--- src/rtl/debug_pkg.sv ---
// debug_pkg -- shared definitions for the debug host.
// Holds opcode constants, the FSM state encoding, the core control-word
// layout with its idle value, and small opcode classification helpers.
package debug_pkg;

  localparam logic [3:0] OP_NOP    = 4'd0;
  localparam logic [3:0] OP_WR_A   = 4'd1;
  localparam logic [3:0] OP_WR_B   = 4'd2;
  localparam logic [3:0] OP_WR_OUT = 4'd3;
  localparam logic [3:0] OP_WR_PC  = 4'd4;
  localparam logic [3:0] OP_WR_MEM = 4'd5;
  localparam logic [3:0] OP_RD_A   = 4'd6;
  localparam logic [3:0] OP_RD_B   = 4'd7;
  localparam logic [3:0] OP_RD_MEM = 4'd8;
  localparam logic [3:0] OP_RD_PC  = 4'd9;
  localparam logic [3:0] OP_RD_ALU = 4'd10;
  localparam logic [3:0] OP_CLR    = 4'd11;

  typedef enum logic [2:0] {
    ST_IDLE  = 3'd0,
    ST_REQ   = 3'd1,
    ST_EXEC1 = 3'd2,
    ST_EXEC2 = 3'd3,
    ST_DRAIN = 3'd4,
    ST_RESP  = 3'd5
  } state_t;

  // Five active-high controls followed by fifteen active-low controls.
  typedef struct packed {
    logic clr;
    logic hlt;
    logic ce;
    logic su;
    logic ri;
    logic ai_n;
    logic bi_n;
    logic oi_n;
    logic ii_n;
    logic j_n;
    logic fi_n;
    logic mi_n;
    logic do_n;
    logic ao_n;
    logic bo_n;
    logic io_n;
    logic co_n;
    logic eo_n;
    logic ro_n;
    logic no_n;
  } ctrl_word_t;

  // Idle: every active-high control low, every active-low control high.
  localparam ctrl_word_t CTRL_IDLE = ctrl_word_t'({5'b00000, 15'h7FFF});

  function automatic logic op_is_illegal(input logic [3:0] op);
    return (op > OP_CLR);
  endfunction

  function automatic logic op_is_mem(input logic [3:0] op);
    return (op == OP_WR_MEM) || (op == OP_RD_MEM);
  endfunction

  // Ops whose result is captured from the core bus.
  function automatic logic op_is_read(input logic [3:0] op);
    logic r;
    case (op)
      OP_RD_A, OP_RD_B, OP_RD_MEM, OP_RD_PC, OP_RD_ALU: r = 1'b1;
      default:                                          r = 1'b0;
    endcase
    return r;
  endfunction

endpackage

--- src/rtl/debug_word.sv ---
// debug_word -- combinational decoder from (FSM state, latched opcode) to
// the core control word and the value driven onto the core bus.
// Ports: state (FSM state), op/addr/data (latched command fields),
//        ctrl (control word), dbg_data (bus drive value, 0 unless do_n low).
module debug_word
  import debug_pkg::*;
(
  input  state_t       state,
  input  logic [3:0]   op,
  input  logic [7:0]   addr,
  input  logic [7:0]   data,
  output ctrl_word_t   ctrl,
  output logic [7:0]   dbg_data
);

  logic [7:0] drive_s;

  // Decode the control word and bus value for the current execute step.
  always_comb begin
    ctrl    = CTRL_IDLE;
    drive_s = 8'h00;
    case (state)
      ST_EXEC1: begin
        case (op)
          OP_WR_A:   begin ctrl.do_n = 1'b0; ctrl.ai_n = 1'b0; drive_s = data; end
          OP_WR_B:   begin ctrl.do_n = 1'b0; ctrl.bi_n = 1'b0; drive_s = data; end
          OP_WR_OUT: begin ctrl.do_n = 1'b0; ctrl.oi_n = 1'b0; drive_s = data; end
          OP_WR_PC:  begin ctrl.do_n = 1'b0; ctrl.j_n  = 1'b0; drive_s = data; end
          OP_RD_A:   ctrl.ao_n = 1'b0;
          OP_RD_B:   ctrl.bo_n = 1'b0;
          OP_RD_PC:  ctrl.co_n = 1'b0;
          OP_RD_ALU: ctrl.eo_n = 1'b0;
          OP_CLR:    ctrl.clr  = 1'b1;
          // Memory ops first load the address register from the bus.
          OP_WR_MEM, OP_RD_MEM: begin ctrl.do_n = 1'b0; ctrl.mi_n = 1'b0; drive_s = addr; end
          default:   ctrl = CTRL_IDLE;
        endcase
      end
      ST_EXEC2: begin
        case (op)
          OP_WR_MEM: begin ctrl.do_n = 1'b0; ctrl.ri = 1'b1; drive_s = data; end
          OP_RD_MEM: ctrl.ro_n = 1'b0;
          default:   ctrl = CTRL_IDLE;
        endcase
      end
      default: ctrl = CTRL_IDLE;
    endcase
    // Never present a value while the host is not driving the bus.
    if (ctrl.do_n) begin
      dbg_data = 8'h00;
    end else begin
      dbg_data = drive_s;
    end
  end

endmodule

--- src/rtl/debug_host.sv ---
// debug_host -- executes single debug commands on a halted core.
// A command is accepted in IDLE, debug entry is requested, one or two
// execute steps drive the core control lines, the host waits for the core
// to release debug, then a one-cycle response is produced.
// Ports: CLK/RESETn; CMD_VALID/CMD_READY/CMD_OP/CMD_ADDR/CMD_DATA command;
//        RSP_VALID/RSP_DATA/RSP_ERR/RSP_HALTED response; DEBUG_REQUEST/
//        DEBUG_ACK handshake; DEBUG_DATA + D_* core controls; BUS, HALTED.
// Build option: define DBG_TIMEOUT_EN to abort REQ/DRAIN waits after
// ACK_TIMEOUT cycles; otherwise those states wait indefinitely.
module debug_host
  import debug_pkg::*;
#(
  parameter int ACK_TIMEOUT = 64
) (
  input  logic       CLK,
  input  logic       RESETn,
  input  logic       CMD_VALID,
  output logic       CMD_READY,
  input  logic [3:0] CMD_OP,
  input  logic [7:0] CMD_ADDR,
  input  logic [7:0] CMD_DATA,
  output logic       RSP_VALID,
  output logic [7:0] RSP_DATA,
  output logic       RSP_ERR,
  output logic       RSP_HALTED,
  output logic       DEBUG_REQUEST,
  input  logic       DEBUG_ACK,
  output logic [7:0] DEBUG_DATA,
  output logic       D_CLR, D_HLT, D_CE, D_SU, D_RI,
  output logic       D_AIn, D_BIn, D_OIn, D_IIn, D_Jn, D_FIn, D_MIn, D_DOn,
  output logic       D_AOn, D_BOn, D_IOn, D_COn, D_EOn, D_ROn, D_NOn,
  input  logic [7:0] BUS,
  input  logic       HALTED
);

  if ((ACK_TIMEOUT < 1) || (ACK_TIMEOUT > 255)) begin : g_bad_ack_timeout
    $error("ACK_TIMEOUT must lie in 1..255");
  end

  state_t     state_r;
  logic [3:0] op_r;
  logic [7:0] addr_r, data_r, cap_data_r;
  logic       cap_err_r;
  logic       rsp_valid_r, rsp_err_r, rsp_halted_r;
  logic [7:0] rsp_data_r;
  logic       resp_enter_s, rsp_err_nxt_s, timeout_s;
  logic [7:0] rsp_data_nxt_s;
  ctrl_word_t ctrl_s;

`ifdef DBG_TIMEOUT_EN
  localparam logic [7:0] TMO_LAST = 8'(ACK_TIMEOUT - 1);
  logic [7:0] tmo_cnt_r;
  logic       waiting_s;

  // Waiting means the ACK level needed to leave REQ or DRAIN is absent.
  always_comb begin
    if (state_r == ST_REQ) begin
      waiting_s = !DEBUG_ACK;
    end else if (state_r == ST_DRAIN) begin
      waiting_s = DEBUG_ACK;
    end else begin
      waiting_s = 1'b0;
    end
  end

  assign timeout_s = waiting_s && (tmo_cnt_r == TMO_LAST);

  // Count consecutive waiting cycles; cleared whenever the wait ends.
  always_ff @(posedge CLK or negedge RESETn) begin
    if (!RESETn) begin
      tmo_cnt_r <= 8'd0;
    end else if (waiting_s && !timeout_s) begin
      tmo_cnt_r <= tmo_cnt_r + 8'd1;
    end else begin
      tmo_cnt_r <= 8'd0;
    end
  end
`else
  assign timeout_s = 1'b0;
`endif

  // Decide whether this edge completes the command, and with what result.
  always_comb begin
    resp_enter_s   = 1'b0;
    rsp_err_nxt_s  = 1'b0;
    rsp_data_nxt_s = 8'h00;
    case (state_r)
      ST_IDLE: begin
        if (CMD_VALID && op_is_illegal(CMD_OP)) begin
          resp_enter_s  = 1'b1;
          rsp_err_nxt_s = 1'b1;
        end else begin
          resp_enter_s  = 1'b0;
        end
      end
      ST_REQ: begin
        if (timeout_s) begin
          resp_enter_s  = 1'b1;
          rsp_err_nxt_s = 1'b1;
        end else begin
          resp_enter_s  = 1'b0;
        end
      end
      ST_DRAIN: begin
        if (timeout_s) begin
          resp_enter_s   = 1'b1;
          rsp_err_nxt_s  = 1'b1;
        end else if (!DEBUG_ACK) begin
          resp_enter_s   = 1'b1;
          rsp_err_nxt_s  = cap_err_r;
          rsp_data_nxt_s = cap_data_r;
        end else begin
          resp_enter_s   = 1'b0;
        end
      end
      default: resp_enter_s = 1'b0;
    endcase
  end

  // Command sequencer, result capture and registered response outputs.
  always_ff @(posedge CLK or negedge RESETn) begin
    if (!RESETn) begin
      state_r      <= ST_IDLE;
      op_r         <= OP_NOP;
      addr_r       <= 8'h00;
      data_r       <= 8'h00;
      cap_data_r   <= 8'h00;
      cap_err_r    <= 1'b0;
      rsp_valid_r  <= 1'b0;
      rsp_data_r   <= 8'h00;
      rsp_err_r    <= 1'b0;
      rsp_halted_r <= 1'b0;
    end else begin
      rsp_valid_r <= resp_enter_s;
      if (resp_enter_s) begin
        rsp_data_r   <= rsp_data_nxt_s;
        rsp_err_r    <= rsp_err_nxt_s;
        rsp_halted_r <= HALTED;
      end
      case (state_r)
        ST_IDLE: begin
          if (CMD_VALID) begin
            op_r       <= CMD_OP;
            addr_r     <= CMD_ADDR;
            data_r     <= CMD_DATA;
            cap_data_r <= 8'h00;
            cap_err_r  <= 1'b0;
            state_r    <= resp_enter_s ? ST_RESP : ST_REQ;
          end
        end
        ST_REQ: begin
          if (resp_enter_s) begin
            state_r <= ST_RESP;
          end else if (DEBUG_ACK) begin
            state_r <= (op_r == OP_NOP) ? ST_DRAIN : ST_EXEC1;
          end
        end
        ST_EXEC1: begin
          if (!DEBUG_ACK) begin
            cap_err_r  <= 1'b1;
            cap_data_r <= 8'h00;
            state_r    <= ST_DRAIN;
          end else if (op_is_mem(op_r)) begin
            state_r <= ST_EXEC2;
          end else begin
            if (op_is_read(op_r)) begin
              cap_data_r <= BUS;
            end
            state_r <= ST_DRAIN;
          end
        end
        ST_EXEC2: begin
          if (!DEBUG_ACK) begin
            cap_err_r  <= 1'b1;
            cap_data_r <= 8'h00;
          end else if (op_r == OP_RD_MEM) begin
            cap_data_r <= BUS;
          end
          state_r <= ST_DRAIN;
        end
        ST_DRAIN: begin
          if (resp_enter_s) begin
            state_r <= ST_RESP;
          end
        end
        ST_RESP: state_r <= ST_IDLE;
        default: state_r <= ST_IDLE;
      endcase
    end
  end

  debug_word u_word (
    .state    (state_r),
    .op       (op_r),
    .addr     (addr_r),
    .data     (data_r),
    .ctrl     (ctrl_s),
    .dbg_data (DEBUG_DATA)
  );

  assign CMD_READY     = (state_r == ST_IDLE);
  assign DEBUG_REQUEST = (state_r == ST_REQ) || (state_r == ST_EXEC1) ||
                         (state_r == ST_EXEC2);
  assign RSP_VALID     = rsp_valid_r;
  assign RSP_DATA      = rsp_data_r;
  assign RSP_ERR       = rsp_err_r;
  assign RSP_HALTED    = rsp_halted_r;

  assign D_CLR = ctrl_s.clr;   assign D_HLT = ctrl_s.hlt;
  assign D_CE  = ctrl_s.ce;    assign D_SU  = ctrl_s.su;
  assign D_RI  = ctrl_s.ri;
  assign D_AIn = ctrl_s.ai_n;  assign D_BIn = ctrl_s.bi_n;
  assign D_OIn = ctrl_s.oi_n;  assign D_IIn = ctrl_s.ii_n;
  assign D_Jn  = ctrl_s.j_n;   assign D_FIn = ctrl_s.fi_n;
  assign D_MIn = ctrl_s.mi_n;  assign D_DOn = ctrl_s.do_n;
  assign D_AOn = ctrl_s.ao_n;  assign D_BOn = ctrl_s.bo_n;
  assign D_IOn = ctrl_s.io_n;  assign D_COn = ctrl_s.co_n;
  assign D_EOn = ctrl_s.eo_n;  assign D_ROn = ctrl_s.ro_n;
  assign D_NOn = ctrl_s.no_n;

endmodule

--- config.mk ---
export PLATFORM = sky130hd
export DESIGN_NAME = debug_host
export DESIGN_NICKNAME = d
export VERILOG_FILES = /design/src/rtl/debug_pkg.sv /design/src/rtl/debug_word.sv /design/src/rtl/debug_host.sv
export SDC_FILE = /design/constraint.sdc
export NUM_CORES = 1
export LEC_CHECK = 0
export BUFFER_PORTS_ARGS = -buffer_cell sky130_fd_sc_hd__buf_2
export CAP_MARGIN = 20
export CORE_AREA = 2 2 110 59
export CTS_CLUSTER_DIAMETER = 80
export DETAILED_ROUTE_END_ITERATION = 8
export DIE_AREA = 0 0 112 61
export PLACE_DENSITY = 0.7
export SETUP_SLACK_MARGIN = 0.4
export SKIP_LAST_GASP = 1
export SYNTH_ARGS = -nofsm -noshare
export SYNTH_HDL_FRONTEND = slang
export SYNTH_HIERARCHICAL = 1
export SYNTH_SLANG_ARGS = --single-unit
--- constraint.sdc ---
create_clock -name CLK -period 4.15 [get_ports CLK]
set_clock_uncertainty 0.05 [all_clocks]
set_input_delay 0.83 -clock CLK [delete_from_list [all_inputs] [get_ports CLK]]
set_output_delay 0.83 -clock CLK [all_outputs]
set_load 0.05 [all_outputs]
# ---- Word level (Yosys, flattened, before mapping)
# Index checks and enable logic that the tools add are counted.
dict set report op_classes {
  magnitude_cmp 1
  n_eq_ne 22
  n_mux 49
  n_reduce_logical 17
}
# cell count
set ops {}
lappend ops {{two-way mux 8 bit} 10}
lappend ops {{case mux 20 bit (2 select lines)} 1}
lappend ops {{case mux 8 bit (2 select lines)} 2}
lappend ops {{two-way mux 3 bit} 8}
lappend ops {{case mux 8 bit (3 select lines)} 1}
lappend ops {{two-way mux 1 bit} 23}
lappend ops {{equality test 4 x 3 -> 1 bit, second input constant} 4}
lappend ops {{equality test 4 bit, second input constant} 4}
lappend ops {{case mux 3 bit (5 select lines)} 1}
lappend ops {{inequality test 3 bit, second input constant} 4}
lappend ops {{equality test 4 x 2 -> 1 bit, second input constant} 2}
lappend ops {{equality test 3 x 2 -> 1 bit, second input constant} 2}
lappend ops {{inequality test 2 bit, second input constant} 3}
lappend ops {{case mux 1 bit (2 select lines)} 3}
lappend ops {{AND reduction 3 bit} 2}
lappend ops {{OR reduction 6 bit} 1}
lappend ops {{AND reduction 5 bit} 1}
lappend ops {{OR reduction 5 bit} 1}
lappend ops {{equality test 4 x 1 -> 1 bit, second input constant} 1}
lappend ops {{greater-than comparator 4 bit, second input constant} 1}
lappend ops {{logical NOT 4 bit} 1}
lappend ops {{OR reduction 2 bit} 2}
lappend ops {{OR reduction 4 bit} 1}
lappend ops {{equality test 3 x 1 -> 1 bit, second input constant} 1}
lappend ops {{7 further kinds} 9}
dict set report totals {
  ff_bits 43
  input_bits 33
  elab_cells 99
}

# ---- Logic depth before layout (Yosys ltp)
# Gate-level depths: netlist (run 1).
dict set report depth {
  depth_word 10
  depth_mapped 5
  mapped_depth_nobuf 4
}

# ---- By module
# Netlist (run 1), hierarchy kept.
# module n_inst cells_per_inst area_each_um2 seq_area_each_um2
set modules_own_cells {}
lappend modules_own_cells {debug_host 1 129 1798.0 1076.0}
lappend modules_own_cells {debug_word 1 57 432.9 0.0}

# ---- Worst setup path after synthesis (run 1)
# Ideal clock, no wire load.
dict set report synth_path {
  path_kind {reg2out}
  startpoint {reg state_r[0]}
  endpoint {out D_DOn}
  t_arrival_ns 2.670
  slack_ns 0.600
  stages_incl_launch_ff 5
  cell_sequence {dfrtp_1 > buf_6 > o21bai_1 > a21oi_1 > o311ai_0}
}
dict set report synth_via {
  elab_chain_len 2
  word_cells_on_any_way 3
}
# item line
set synth_rtl {}
lappend synth_rtl {{start: declaration} debug_host.sv:40} ;# state_t state_r;
lappend synth_rtl {{start signal: assignment} debug_host.sv:148} ;# state_r <= resp_enter_s ? ST_RESP : ST_REQ;
lappend synth_rtl {{start signal: assignment} debug_host.sv:155} ;# state_r <= (op_r == OP_NOP) ? ST_DRAIN : ST_EXEC1;
lappend synth_rtl {{equality test 3 x 2 -> 1 bit} debug_word.sv:22} ;# case (state)
lappend synth_rtl {{case mux 20 bit (2 select lines) *} debug_word.sv:22}
lappend synth_rtl {{end: declaration} debug_host.sv:30} ;# output logic D_AIn, D_BIn, D_OIn, D_IIn, D_Jn, D_FIn, D_MIn, D_DOn,
# Mark *: on every way between the ends. The rest lies on a longest branch, timed or not.

# ---- Final worst setup path (run 1)
dict set report layout_path {
  startpoint {reg state_r[0]}
  endpoint {out DEBUG_DATA[7]}
}
dict set report layout_via {
  elab_chain_len 3
  word_cells_on_any_way 5
}
# item line
set layout_rtl {}
lappend layout_rtl {{equality test 3 x 2 -> 1 bit} debug_word.sv:22}
lappend layout_rtl {{case mux 8 bit (2 select lines) or case mux 20 bit (2 select lines) (tied branches)} debug_word.sv:22}
lappend layout_rtl {{two-way mux 8 bit *} debug_word.sv:49} ;# if (ctrl.do_n) begin
lappend layout_rtl {{end: declaration} debug_host.sv:28} ;# output logic [7:0] DEBUG_DATA,
# Marks and branches as above.

==> flow_summary.toml, run 1 <==
[placement]
numPortBuffers = 66
dpl.cell_count = 320
gp_congestion = 0.812
dp_hpwl_um = 3390
placed_area_um2 = 2570

[power]
power_frac_comb = 0.378
sw_frac_of_total = 0.417
p_int_w = 0.00106
leakage_nw = 1.24
power_frac_seq = 0.426
power.share.clock = 0.196
p_switching_w = 0.000757
cellPowerDensity_nw_per_um2 = 672
irDropWorstVdd_v = 0.000382

[clocking]
cts_buffers = 5
cts.sinks = 43
cts_resized = 0
clk_latency_ns = 0.28
holdBufCountCts = 0
cts_setup_buffers = 0
htreeDepth = 2
cts_tree = "done"
clock-root-buffer = "clkbuf_16"
clock_path_buffers = 2
clkSlewWorstSetupHoldPaths_ns = 0.06

[sta]
finalCritPeriodShare = 0.804
finalSetupTns_ns = 0
finalHoldViolations = 0
worst_slew_pin_slew_ns = 0.935
rsz0062_at_grt = "no"
post-route-min-period_ns = 3.34
holdWs_ns = 0.435
relSlewSlack = 0.377
slew_viol_final = 0
fmax_mhz = 300
setup_viol = 0

[synthesis]
ys_seq_area_frac = 0.482
async_reset_ff_frac = 1.00
synth_cells = 186
ys.flop_type = "dfrtp_1"
syn_area_um2 = 2230
yosysWarningCount = 6
ys_types = 52
synth-edff-count = 0
syn_area_per_cell_um2 = 12.0
synth.ff_latch_count = 43

[routing]
viasPerCell = 4.98
drtIter0Drc = 79
wl_per_cell_um = 14.7
vias = 1624
route.detailed.drc = 0
first_pass_iters = 4
wl_um = 4800
final_antenna_net_count = 0

[floorplan]
rows = 20
initial_core_util = 0.381
die_w_um = 112
die_area_um2 = 6830
core-area_um2 = 5860
num_io_pins = 74
chipHeight_um = 61

[grt]
grt_pass1_vias = 1604
overflow = 0
grt_pass1_wl_um = 7890
antenna_found_initial = 0
grt_start_max_net_pins = 44
grtUsageTotal = 0.149

[finish]
final_cells = 326
diodes = 0
design_area_um2 = 2700
final_util = 0.462
finalNetCount = 283
drive_gt1_frac = 0.353
area_growth_pct = 21.1
fillers = 568

[critical_path]
cp.required_ns = 3.27
worst-r2r-setup-slack_ns = 1.81
crit_arrival_ns = 2.46
start_kind = "flip-flop"
cp-end-kind = "output port"
crit_fanout = 24
criticalPathCategory = "reg -> out"

[outcome]
status = "finished, final reports clean"

[worst_hold_path]
hp-class = "reg -> reg"

[run]
max-cap-violations = 0
## sequential cells by signal, indices dropped and copies added, names as in the netlist
| register | cells |
|---|---|
| state_r | 3 |
| op_r | 4 |
| RSP_ERR | 1 |
| cap_data_r | 8 |
| addr_r | 8 |
| RSP_DATA | 8 |
| RSP_HALTED | 1 |
| cap_err_r | 1 |
| RSP_VALID | 1 |
| data_r | 8 |
## final cells by class
cell class,instances,area [um2],share of cell area
multi-input combinational,128,1040,0.387
timing repair buffer,67,338,0.125
inverter,5,18.8,0.00694
clock buffer,6,129,0.0477
sequential,43,1080,0.398
tap,77,96.3,0.0356
## routing by layer
layer / vias to the layer above / routed length [um] / GRT usage
met1: 765 / 2480 / 0.215
met4: 0 / 9 / 0.0209
met2: 52 / 1950 / 0.227
met5: - / 0 / 0
met3: 2 / 366 / 0.0509
li1: 805 / - / -
## synthesized netlist by cell type, types with 2 or more instances
| cell | instances | area (um2) |
|---|---|---|
| a21oi_1 | 2 | 10.0 |
| conb_1 | 2 | 7.51 |
| o21ai_1 | 3 | 15.0 |
| buf_6 | 3 | 33.8 |
| or4b_4 | 2 | 27.5 |
| nand2_1 | 9 | 33.8 |
| buf_2 | 4 | 20.0 |
| nand3_1 | 4 | 20.0 |
| inv_1 | 4 | 15.0 |
| nor2_1 | 9 | 33.8 |
| nor3b_1 | 3 | 22.5 |
| buf_4 | 7 | 52.6 |
| a22o_1 | 24 | 210 |
| mux2_1 | 19 | 214 |
| nand3b_1 | 3 | 22.5 |
| nor4b_4 | 2 | 47.6 |
| or3b_2 | 4 | 35.0 |
| o21ai_0 | 2 | 10.0 |
| nor2b_1 | 5 | 31.3 |
| dfrtp_1 | 43 | 1080 |
## cell usage in the layout (no fill, tap or decap), types with 2 or more instances in the layout
master | Yosys | final
or3b_2 | 4 | 4
or4b_4 | 2 | 2
nand2_1 | 9 | 9
nand3_1 | 4 | 4
nor3b_1 | 3 | 3
mux2_1 | 19 | 19
nand3b_1 | 3 | 3
clkbuf_16 | 0 | 5
nor4b_4 | 2 | 2
dfrtp_1 | 43 | 43
conb_1 | 2 | 7
a21oi_1 | 2 | 2
o21ai_1 | 3 | 3
nor2b_1 | 5 | 5
a22o_1 | 24 | 24
nor2_1 | 9 | 9
inv_1 | 4 | 4
o21ai_0 | 2 | 2
buf_2 | 4 | 66
## final timing paths
| path | cells after the start | endpoint | startpoint |
|---|---|---|---|
| setup / recovery | 4 | DEBUG_DATA[7] | state_r[0]$_DFFE_PN0P_ |
| hold reg to reg | 1 | addr_r[2]$_DFFE_PN0P_ | addr_r[2]$_DFFE_PN0P_ |
| setup reg to reg | 4 | RSP_HALTED$_DFFE_PN0N_ | state_r[0]$_DFFE_PN0P_ |
| hold / removal | 1 | addr_r[2]$_DFFE_PN0P_ | addr_r[2]$_DFFE_PN0P_ |
| min in group asynchronous | 1 | addr_r[6]$_DFFE_PN0P_ | RESETn |
| max in group asynchronous | 1 | cap_data_r[4]$_DFFE_PN0P_ | RESETn |
## power by group through the flow
stage / Sequential [W] / Clock (W) / Combinational (W)
2_1_floorplan: 0.000754 / 0 / 0.000569
3_3_place_gp: 0.000770 / 0 / 0.000676
3_5_place_dp: 0.000780 / 0 / 0.000691
4_1_cts: 0.000774 / 0.000364 / 0.000694
5_1_grt: 0.000808 / 0.000390 / 0.000747
6_report: 0.000774 / 0.000357 / 0.000686
## per-stage QoR
stage               worst slack, ns  power [W]
global route                  0.661    0.00194
detailed placement             1.12    0.00147
floorplan                     0.600    0.00132
finish                        0.813    0.00182
CTS                           0.814    0.00183
global placement               1.17    0.00145
## critical path: stages, from the launching register on
cell and delay [ns]:
dfrtp_1 0.69, or4b_4 0.68, a41oi_4 0.36, a22o_1 0.19
buf_2 0.26
## logic make-up (layout without fill, tap and decap cells)
group	count (synthesis)	in the layout	share of synthesized area
AO/OA/AOI/OAI	45	45	0.178
XOR/XNOR	2	2	0.00785
buffers and inverters	20	78	0.0578
flip-flops	43	43	0.482
multiplexers	21	21	0.105
other	2	7	0.00337
AND/OR/NAND/NOR	53	53	0.165
(Power assumes the default switching activity.)
==> run 2, diff against run 1 <==
==> constraint.sdc (replaced) <==
create_clock -name CLK -period 3.15 [get_ports CLK]
set_clock_uncertainty 0.05 [all_clocks]
set_input_delay 0.63 -clock CLK [delete_from_list [all_inputs] [get_ports CLK]]
set_output_delay 0.63 -clock CLK [all_outputs]
set_load 0.05 [all_outputs]
==> flow_summary.toml, run 2 (synthesis gave the netlist of run 1 again) <==
[routing]
wl_um = 5060
final_antenna_net_count = 0
first_pass_iters = 4
wl_per_cell_um = 15.0
vias = 1687
drtIter0Drc = 89
viasPerCell = 4.99
route.detailed.drc = 0

[placement]
dp_hpwl_um = 3600
gp_congestion = 0.809
numPortBuffers = 66
dp_slack_ns = 0.476

[clocking]
cts_tree = "done"
holdBufCountCts = 0
clkSlewWorstSetupHoldPaths_ns = 0.06
cts_buffers = 5
clock_path_buffers = 2
htreeDepth = 2
cts.sinks = 43
clock-root-buffer = "clkbuf_16"
clk_latency_ns = 0.28

[power]
irDropWorstVdd_v = 0.000369
cellPowerDensity_nw_per_um2 = 915
total_power_w = 0.00264
leakage_nw = 1.31

[critical_path]
crit_arrival_ns = 2.03
cp.required_ns = 2.47
cp-end-kind = "output port"
crit_fanout = 8
worst-r2r-setup-slack_ns = 1.02
criticalPathCategory = "reg -> out"
start_kind = "flip-flop"

[grt]
grt_pass1_vias = 1652
grt_start_max_net_pins = 44
grtUsageTotal = 0.159
grt_pass1_wl_um = 8360
overflow = 0
antenna_found_initial = 0

[floorplan]
chipHeight_um = 61
die_w_um = 112
initial_core_util = 0.381
die_area_um2 = 6830
rows = 20
core-area_um2 = 5860
num_io_pins = 74

[sta]
relSlewSlack = 0.366
worst_slew_pin_slew_ns = 0.952
finalSetupTns_ns = 0
finalHoldViolations = 0
holdWs_ns = 0.438
rsz0062_at_grt = "no"
finalCritPeriodShare = 0.860
fmax_mhz = 369
slew_viol_final = 0
setup_viol = 0
post-route-min-period_ns = 2.71
fin_ws_ns = 0.441

[finish]
area_growth_pct = 29.5
final_util = 0.493
diodes = 0
finalNetCount = 294
fillers = 517
drive_gt1_frac = 0.414
layout_commonest_cell = "buf_2"
final_cell_mix = "buf_2, dfrtp_1, a22o_1, mux2_1, buf_4"

[outcome]
status = "finished, final reports clean"

[run]
max-cap-violations = 0

[worst_hold_path]
hp-class = "reg -> reg"
==> run 2: cell count changes in the layout (fill, tap and decap cells not counted), sizes merged <==
cell	before	now
buf	67	78
bufinv	0	1
clkbuf	6	5
clkinvlp	0	1
==> run 2: routing by layer <==
layer | share of wire | track usage | wire length, um
met5 | 0 | 0 | 0
met1 | 0.51 | 0.230 | 2590
met4 | 0.0053 | 0.0314 | 27
met3 | 0.073 | 0.0450 | 369
met2 | 0.41 | 0.246 | 2080
==> run 2: critical path, cell delays in order (launching register included) <==
cell,delay (ns)
dfrtp_2,0.43
or4b_4,0.56
a41oi_4,0.38
a22o_1,0.19
buf_4,0.19
==> run 2: through the flow <==
| step | area, um2 | cells |
|---|---|---|
| 6_report | 2890 | 338 |
| 3_3_place_gp | 2610 | 324 |
| 2_1_floorplan | 2260 | 191 |
| 4_1_cts | 2860 | 337 |
| 5_1_grt | 2890 | 338 |
| 3_5_place_dp | 2610 | 324 |
==> run 2: area by class of cell <==
class | instances | area [um2] | area share
timing repair buffer | 78 | 455 | 0.158
clock inverter | 2 | 37.5 | 0.0130
inverter | 5 | 18.8 | 0.00650
sequential | 43 | 1080 | 0.375
clock buffer | 5 | 125 | 0.0433
multi-input combinational | 128 | 1070 | 0.372
tap | 77 | 96.3 | 0.0333
==> run 2: where the power goes <==
group	internal, W	switching, W	leakage, nW
registers	0.000753	0.000155	0.542
logic	0.000461	0.000703	0.688
clock network	0.000369	0.000203	0.0759
total	0.00158	0.00106	1.31
==> run 2: what timing repair did <==
| action | CTS | global route |
|---|---|---|
| resized for setup | 15 | 5 |
| setup endpoints to repair | 9 | 9 |
| buffers inserted | 6 | 1 |
| pin swaps | 1 | 3 |
==> run 2: path summary, 6_finish.rpt <==
check                           cells after the start              startpoint                     end
worst max-delay path                                4     op_r[1]$_DFFE_PN0P_           DEBUG_DATA[6]
worst max register to register                      6  state_r[0]$_DFFE_PN0P_  RSP_HALTED$_DFFE_PN0N_
worst min register to register                      1   data_r[2]$_DFFE_PN0P_   data_r[2]$_DFFE_PN0P_
min in group asynchronous                           1                  RESETn   addr_r[5]$_DFFE_PN0P_
worst min-delay path                                1   data_r[2]$_DFFE_PN0P_   data_r[2]$_DFFE_PN0P_
max in group asynchronous                           1                  RESETn  state_r[0]$_DFFE_PN0P_
==> run 3, diff against run 2 <==
--- a/config.mk
+++ b/config.mk
@@ -7,11 +7,14 @@
 export LEC_CHECK = 0
 export BUFFER_PORTS_ARGS = -buffer_cell sky130_fd_sc_hd__buf_2
 export CAP_MARGIN = 20
-export CORE_AREA = 2 2 110 59
+export CELL_PAD_IN_SITES_DETAIL_PLACEMENT = 2
+export CELL_PAD_IN_SITES_GLOBAL_PLACEMENT = 2
+export CORE_AREA = 2 2 120 64
+export CTS_BUF_LIST = sky130_fd_sc_hd__clkbuf_8
 export CTS_CLUSTER_DIAMETER = 80
 export DETAILED_ROUTE_END_ITERATION = 8
-export DIE_AREA = 0 0 112 61
-export PLACE_DENSITY = 0.7
+export DIE_AREA = 0 0 122 66
+export PLACE_DENSITY = 0.87
 export SETUP_SLACK_MARGIN = 0.4
 export SKIP_LAST_GASP = 1
 export SYNTH_ARGS = -nofsm -noshare
==> flow_summary.toml, run 3 (synthesis gave the netlist of run 1 again) <==
[run]
max-cap-violations = 0

[sta]
finalHoldViolations = 0
fmax_mhz = 368
finalCritPeriodShare = 0.863
holdWs_ns = 0.438
rsz0062_at_grt = "yes"
relSlewSlack = 0.354
setup_viol = 0
post-route-min-period_ns = 2.72
worst_slew_pin_slew_ns = 0.968
slew_viol_final = 0
finalSetupTns_ns = 0

[finish]
finalNetCount = 308
multiInputGateArea_um2 = 1080
final_cell_mix = "buf_2, dfrtp_1, buf_4, a22o_1, mux2_1"
area_growth_pct = 33.5
drive_gt1_frac = 0.442
design_area_um2 = 2980
fillers = 742
seqCellArea_um2 = 1080
final_util = 0.424
layout_commonest_cell = "buf_2"

[clocking]
clock_path_buffers = 2
cts_tree = "done"
clk_latency_ns = 0.29
cts_buffers = 5
clock-root-buffer = "clkbuf_8"
htreeDepth = 2
cts.sinks = 43
clkSlewWorstSetupHoldPaths_ns = 0.09

[grt]
antenna_found_initial = 1
grt_pass1_wl_um = 10200
grtUsageTotal = 0.165
grt_start_max_net_pins = 44
grt_pass1_vias = 1908
overflow = 0

[critical_path]
criticalPathCategory = "reg -> out"
cp-end-kind = "output port"
start_kind = "flip-flop"
crit_fanout = 7
crit_arrival_ns = 2.04
worst-r2r-setup-slack_ns = 1.07
reg2regPathDepth = 6
cp.required_ns = 2.47

[floorplan]
core-area_um2 = 7020
rows = 22
initial_core_util = 0.318
die_w_um = 122
chipHeight_um = 66
num_io_pins = 74
die_area_um2 = 8050

[power]
leakage_nw = 1.35
irDropWorstVdd_v = 0.000475
cellPowerDensity_nw_per_um2 = 898

[routing]
final_antenna_net_count = 0
top_layer = "met4"
wl_met2_um = 3210
wl_um = 6830
drtIter0Drc = 60
viasPerCell = 4.90
vias = 1829
met3_length_um = 271
first_pass_iters = 4
wl_met1_um = 3350
route.detailed.drc = 0
wl_per_cell_um = 18.3

[worst_hold_path]
hp-class = "in -> async"

[placement]
numPortBuffers = 66
placed_area_um2 = 2640
gp_congestion = 0.790
dp_hpwl_um = 4580

[outcome]
status = "finished, final reports clean"
==> run 3: worst paths after layout <==
kind                                          endpoint                    from
worst max-delay path                     DEBUG_DATA[4]  state_r[0]$_DFFE_PN0P_
worst min-delay path             data_r[0]$_DFFE_PN0P_                  RESETn
worst max register to register  state_r[2]$_DFFE_PN0P_     op_r[3]$_DFFE_PN0P_
worst min register to register   addr_r[1]$_DFFE_PN0P_   addr_r[1]$_DFFE_PN0P_
max in group asynchronous       state_r[0]$_DFFE_PN0P_                  RESETn
min in group CLK                 addr_r[1]$_DFFE_PN0P_   addr_r[1]$_DFFE_PN0P_
==> run 3: critical path, stage by stage, from the launching register on <==
cell and delay, ns:
dfrtp_2 0.47, or3b_2 0.53, a41oi_4 0.25, buf_4 0.18, a22o_1 0.13, buf_4 0.19
==> run 3: per-layer routing <==
| layer | global-route usage | vias up |
|---|---|---|
| met5 | 0 | - |
| met4 | 0.0129 | 0 |
| met3 | 0.0379 | 2 |
| met2 | 0.278 | 45 |
| met1 | 0.226 | 925 |
| li1 | - | 857 |
==> run 3: area by class of cell <==
| cell class | instances | share of cell area |
|---|---|---|
| diodes | 1 | 0.000840 |
| clock buffers | 5 | 0.0231 |
| clock inverters | 3 | 0.0147 |
| inverters | 5 | 0.00630 |
| multi-input cells | 129 | 0.363 |
| flip-flops and latches | 43 | 0.363 |
| well taps | 96 | 0.0403 |
| repair buffers | 91 | 0.189 |
==> run 3: what timing repair did <==
item / 4_1_cts / 5_1_grt
cloned: 0 / 1
setup buffers: 8 / 12
setup endpoints to repair: 9 / 8
hold buffers: 0 / 0
resized for setup: 15 / 9
pin swaps: 1 / 4
hold endpoints to repair: 0 / 0
==> run 3: metrics by stage <==
stage               instances  power (W)  setup slack (ns)
finish                    373    0.00268             0.433
detailed placement        343    0.00202             0.453
floorplan                 191    0.00175             0.553
CTS                       359    0.00255             0.414
global placement          343    0.00196             0.531
global route              372    0.00284             0.387
==> run 3: power by group <==
part | internal (W) | leakage (nW) | switching [W]
Combinational | 0.000536 | 0.755 | 0.000781
Sequential | 0.000752 | 0.542 | 0.000171
Clock | 0.000236 | 0.0581 | 0.000200
Total | 0.00152 | 1.35 | 0.00115
